## src/rtl/frame_pkg.sv

```systemverilog
// Shared types for the frame deserializer: fill-phase encoding and the frame layout.
package frame_pkg;

    localparam int unsigned SLOTS = 4;
    localparam int unsigned WordW = 8;

    // Same encoding as the accumulator mux phases.
    typedef enum logic [1:0] {
        FILL0 = 2'b00,
        FILL1 = 2'b01,
        FILL2 = 2'b10,
        FILL3 = 2'b11
    } fill_state_t;

    typedef logic [SLOTS-1:0][WordW-1:0] frame_t;

    function automatic fill_state_t next_fill(input fill_state_t s);
        return fill_state_t'(s + 2'd1);
    endfunction

endpackage

```

## src/rtl/frame_deserializer_if.sv

```systemverilog
// Producer/consumer handshake bundle for the frame deserializer.
interface frame_deserializer_if #(
    parameter int unsigned W = 8
);
    logic                         inValid;
    logic [W-1:0]                 inData;
    logic                         inFirst;
    logic                         inReady;
    logic                         outValid;
    logic [frame_pkg::SLOTS*W-1:0] outFrame;
    logic                         outReady;
    logic [1:0]                   slotSel;
    logic                         alignErr;

    modport slave (
        input  inValid, inData, inFirst, outReady,
        output inReady, outValid, outFrame, slotSel, alignErr
    );

    modport master (
        output inValid, inData, inFirst, outReady,
        input  inReady, outValid, outFrame, slotSel, alignErr
    );
endinterface

```

## src/rtl/deser_phase_fsm.sv

```systemverilog
// Fill-phase sequencer: tracks which slot the next word lands in and flags aborted frames.
module deser_phase_fsm
    import frame_pkg::*;
(
    input  logic        clk,
    input  logic        Reset,
    input  logic        accept_i,
    input  logic        first_i,
    output fill_state_t state_o,
    output logic        complete_o,
    output logic        align_err_o
);

    fill_state_t state_q, state_d;
    logic        align_err_q, align_err_d;

    always_ff @(posedge clk) begin
        if (Reset) begin
            state_q     <= FILL0;
            align_err_q <= 1'b0;
        end else begin
            state_q     <= state_d;
            align_err_q <= align_err_d;
        end
    end

    always_comb begin
        state_d     = state_q;
        align_err_d = 1'b0;
        if (accept_i) begin
            if (first_i) begin
                // Marker restarts the frame; anything already collected is abandoned.
                state_d     = FILL1;
                align_err_d = (state_q != FILL0);
            end else begin
                state_d = next_fill(state_q);
            end
        end
    end

    always_comb begin
        state_o     = state_q;
        complete_o  = accept_i && !first_i && (state_q == FILL3);
        align_err_o = align_err_q;
    end

endmodule

```

## src/rtl/frame_deserializer.sv

```systemverilog
// Collects four serial words into slot registers and presents them as one wide frame.
module frame_deserializer
    import frame_pkg::*;
#(
    parameter int unsigned W = WordW
) (
    input logic                  clk,
    input logic                  Reset,
    frame_deserializer_if.slave  bus
);

    fill_state_t state;
    logic        accept;
    logic        complete;
    logic        align_err;
    logic        in_ready;
    logic [1:0]  wr_idx;

    logic [SLOTS-2:0][W-1:0] slot_q, slot_d;
    logic [SLOTS-1:0][W-1:0] frame_q, frame_d;
    logic                    out_valid_q, out_valid_d;

    deser_phase_fsm u_fsm (
        .clk         (clk),
        .Reset       (Reset),
        .accept_i    (accept),
        .first_i     (bus.inFirst),
        .state_o     (state),
        .complete_o  (complete),
        .align_err_o (align_err)
    );

    always_comb begin
        // Stall only when the closing word has nowhere to go.
        in_ready = !((state == FILL3) && out_valid_q && !bus.outReady);
        accept   = bus.inValid && in_ready;
        wr_idx   = bus.inFirst ? 2'd0 : state;
    end

    always_comb begin
        slot_d      = slot_q;
        frame_d     = frame_q;
        out_valid_d = out_valid_q;
        for (int i = 0; i < SLOTS - 1; i++) begin
            if (accept && !complete && (wr_idx == i[1:0])) begin
                slot_d[i] = bus.inData;
            end
        end
        if (out_valid_q && bus.outReady) begin
            out_valid_d = 1'b0;
        end
        if (complete) begin
            frame_d[SLOTS-2:0]  = slot_q;
            frame_d[SLOTS-1]    = bus.inData;
            out_valid_d         = 1'b1;
        end
    end

    always_ff @(posedge clk) begin
        if (Reset) begin
            slot_q      <= '0;
            frame_q     <= '0;
            out_valid_q <= 1'b0;
        end else begin
            slot_q      <= slot_d;
            frame_q     <= frame_d;
            out_valid_q <= out_valid_d;
        end
    end

    always_comb begin
        bus.inReady  = in_ready;
        bus.outValid = out_valid_q;
        bus.outFrame = frame_q;
        bus.slotSel  = state;
        bus.alignErr = align_err;
    end

endmodule

```

## src/flat_wrapper.sv

```systemverilog
// flat-port wrapper written by rule: the top's interface ports become plain ports
module frame_deserializer_flat import frame_pkg::*;
#(
    parameter int unsigned W = WordW
)
  (clk, Reset, bus_inValid, bus_inData, bus_inFirst, bus_outReady, bus_inReady, bus_outValid, bus_outFrame, bus_slotSel, bus_alignErr);
  frame_deserializer_if #(.W(W)) bus_i ();
  input logic clk;
  input logic Reset;
  input wire logic [$bits(bus_i.inValid)-1:0] bus_inValid;
  input wire logic [$bits(bus_i.inData)-1:0] bus_inData;
  input wire logic [$bits(bus_i.inFirst)-1:0] bus_inFirst;
  input wire logic [$bits(bus_i.outReady)-1:0] bus_outReady;
  output wire logic [$bits(bus_i.inReady)-1:0] bus_inReady;
  output wire logic [$bits(bus_i.outValid)-1:0] bus_outValid;
  output wire logic [$bits(bus_i.outFrame)-1:0] bus_outFrame;
  output wire logic [$bits(bus_i.slotSel)-1:0] bus_slotSel;
  output wire logic [$bits(bus_i.alignErr)-1:0] bus_alignErr;
  assign bus_i.inValid = bus_inValid;
  assign bus_i.inData = bus_inData;
  assign bus_i.inFirst = bus_inFirst;
  assign bus_i.outReady = bus_outReady;
  assign bus_inReady = bus_i.inReady;
  assign bus_outValid = bus_i.outValid;
  assign bus_outFrame = bus_i.outFrame;
  assign bus_slotSel = bus_i.slotSel;
  assign bus_alignErr = bus_i.alignErr;
  frame_deserializer #(.W(W)) u_core (.clk(clk), .Reset(Reset), .bus(bus_i));
endmodule
```

## config.mk

```make
export PLATFORM = sky130hd
export DESIGN_NAME = frame_deserializer_flat
export DESIGN_NICKNAME = d
export VERILOG_FILES = /design/src/rtl/frame_pkg.sv /design/src/rtl/frame_deserializer_if.sv /design/src/rtl/deser_phase_fsm.sv /design/src/rtl/frame_deserializer.sv /design/src/flat_wrapper.sv
export SDC_FILE = /design/constraint.sdc
export NUM_CORES = 1
export LEC_CHECK = 0
export BUFFER_PORTS_ARGS = -buffer_cell sky130_fd_sc_hd__buf_2
export CORE_UTILIZATION = 30
export CTS_CLUSTER_DIAMETER = 50
export CTS_CLUSTER_SIZE = 24
export DETAILED_ROUTE_END_ITERATION = 8
export SKIP_LAST_GASP = 1
export SYNTH_ARGS = -nofsm -noshare
export SYNTH_HDL_FRONTEND = slang
export SYNTH_SLANG_ARGS = --single-unit
```

## constraint.sdc

```tcl
create_clock -name clk -period 1.4 [get_ports clk]
set_input_delay 0.14 -clock clk [delete_from_list [all_inputs] [get_ports clk]]
set_output_delay 0.14 -clock clk [all_outputs]
set_load 0.02 [all_outputs]
```

==> impl_metrics.ini <==
[outcome]
outcome = complete, but fails checks
violations = negative setup slack

[cells_and_area]
num-fill-cells = 812
drive_above_1_share = 0.257
stdcell_count = 436
diodes = 0
nets = 346
area.growth.synth_to_final_pct = 23.4

[drt]
first_pass_iters = 4
ant_nets = 0
drt-wirelength-per-cell_um = 13.8
drt_iter0_markers = 121
route.detailed.drc = 0
wirelength_mm = 6.00
via_count = 2223
vias_per_cell = 5.10

[synthesis]
syn_nets = 296
synth_fa_ha_area_frac = 0.0102
synth_xor_area_frac = 0
synthTopCellsByArea = dfxtp_1, a21oi_1, nand3_1
ys_ff_latch = 60
yosysWarnings = 0
synth_cells = 281
synth.most_common_cell = dfxtp_1
yosys_most_used_dff = dfxtp_1
synth_compound_area_frac = 0.216
synth_area_per_cell_sq_um = 8.73
synthDistinctLibCells = 29
async_flop_share = 0
synth.area.mux_share = 0.0327
synth_edf_count = 0
synthSimpleGateAreaFrac = 0.188
syn-cell-area_sq_mm = 0.00245
synth_top_area_share = 0.490
yosys.area.top_type = dfxtp_1
synth_commonest_cells = dfxtp_1, a21oi_1, nand3_1
ys_seq_area_frac = 0.490
synth_top_family_by_area = compound AO/OA/AOI/OAI gates

[timing]
rsz0062_at_grt = yes
timing.hold.ws_ns = 0.101
fin_crit_ns = 1.41
worst_slew_pin_slew_ns = 0.345
finalCritPeriodShare = 1.01
fin_skew_ns = 0.00627
relSlewSlack = 0.770
fin_ws_ns = -0.0108
drv_slew = 0
final_hold_viol_count = 0
fmax_mhz = 709
setup_violations = 1

[cts]
clockBufferDepth = 2
clk_latency_ns = 0.33
cts_tree = done
cts_buffers = 9
clock-root-buffer = clkbuf_8
htree_levels = 3
post_cts_buffers = 0
clock-sinks = 60
ctsHoldBuffers = 0
path_clk_slew_ns = 0.06

[flow_run]
cap_violations = 0

[power_and_ir_drop]
p_comb_frac = 0.073
power_mw = 3.27
leakage_nw = 1.17
switching_share = 0.237
power_density_mw_per_mm2 = 1080
switching_power_mw = 0.777
clkPwrFrac = 0.392
ir_drop_mv = 0.536
p_int_mw = 2.49
seqPwrFrac = 0.535

[placed_design]
dp.cells = 422
gp_congestion = 0.781
dp_hpwl_mm = 4.15
port_buffers = 49

[grt]
grtUsageTotal = 0.154
antenna_found_initial = 0
grt_max_degree = 39
first_global_vias = 2086
grt_pass1_wl_mm = 10.1
grt_overflow = 0

[worst_setup_path]
path_max_fanout = 16
slowest_delay_ns = 0.47
criticalPathCategory = flop to flop
cp_top_family = simple AND/OR/NAND/NOR gates
slowest_stage = or3b_4
ff2ff_setup_slack_ns = -0.01
cp.required_ns = 1.61
path_buf_inv = 0
start_kind = flop
crit_chain = ha_4 > or3b_4 > o21ai_0 > a21oi_1
end_kind = flop
crit_arrival_ns = 1.62

[die]
start_util = 0.314
dieArea_sq_mm = 0.00854
rows = 32
ios = 50
core_area_sq_mm = 0.00781
fp.dieW_um = 92.4
die_y_um = 92.4

[worst_hold_path]
hold_path_class = input pin to flop
## power groups by stage
stage | sequential, mW | clock, mW | combinational, mW
detailed placement | 1.79 | 0 | 0.238
global placement | 1.79 | 0 | 0.236
finish | 1.75 | 1.28 | 0.239
global route | 1.75 | 1.41 | 0.262
CTS | 1.75 | 1.33 | 0.239
floorplan | 1.80 | 0 | 0.137
## path summary, 6_finish.rpt
path                           startpoint  cells after the start                 endpoint
hold reg to reg         u_core.slot_q[21]                      2  u_core.bus.outFrame[21]
setup reg to reg  u_core.u_fsm.state_o[1]                      4        u_core.slot_q[21]
setup / recovery  u_core.u_fsm.state_o[1]                      4        u_core.slot_q[21]
hold / removal              bus_inData[7]                      3        u_core.slot_q[15]
## through the flow
step	TNS, ns	instance area (sq um)	util	setup WS (ns)
2_1_floorplan	-0.207	2470	-	-0.0208
3_3_place_gp	0	2860	0.367	0.00935
3_5_place_dp	-0.0338	2860	0.367	-0.0259
4_1_cts	-0.0131	3030	0.388	-0.0131
5_1_grt	-0.647	3030	0.388	-0.0517
6_report	-0.0108	3030	0.388	-0.0108
## cell usage in the layout (no fill, tap or decap), drive strengths merged
master   n
nor3b    1
nand3b   2
o211a    1
a21oi   51
nor2     2
clkinv   3
dfxtp   60
or3b     1
a211oi   1
and3b    1
nand3   48
o21ai   48
nand2b  19
nor2b    3
a21o     1
a311oi   1
inv      2
and4     1
ha       2
clkbuf  11
mux2i    8
buf     66
nand4b   1
## cells by family (layout without fill, tap and decap cells)
kind of cell | Yosys count | after routing
adder cells (fa/ha/maj) | 2 | 2
AND/OR/NAND/NOR | 79 | 79
multiplexers | 8 | 8
flip-flops | 60 | 60
AO/OA/AOI/OAI | 103 | 103
buffers and inverters | 29 | 82
## registers in the layout, indices dropped and copies added (netlist names)
signal / flops
u_core.bus.outFrame: 32
u_core.slot_q: 24
u_core.u_fsm.state_o: 2
u_core.bus.outValid: 1
u_core.u_fsm.align_err_o: 1
## area by class of cell
| cell class | count | area, sq um | area share |
|---|---|---|---|
| sequential | 60 | 1210 | 0.400 |
| clock buffer | 11 | 141 | 0.0467 |
| tap | 102 | 128 | 0.0422 |
| inverter | 2 | 7.51 | 0.00248 |
| timing repair buffer | 66 | 417 | 0.138 |
| multi-input combinational | 192 | 1110 | 0.366 |
| clock inverter | 3 | 15.0 | 0.00496 |
## routing by layer
metal  global-route usage  share of wire  up-vias
li1                     -              -     1099
met1                0.197           0.48     1058
met2                0.231           0.46       61
met3               0.0616          0.056        5
met4               0.0599         0.0088        0
met5                    0              0        -
## worst register-to-register path, delay by kind of cell (launching register included)
kind	cells	cell delay [ns]
fa+ha+maj	1	0.17
flops	1	0.35
compound gates	2	0.30
simple gates	1	0.47
## what timing repair did
| item | CTS | global route |
|---|---|---|
| setup endpoints to repair | 7 | 36 |
| resized for setup | 2 | 4 |
| pin swaps | 1 | 0 |
Power figures use the tool's default switching activity.
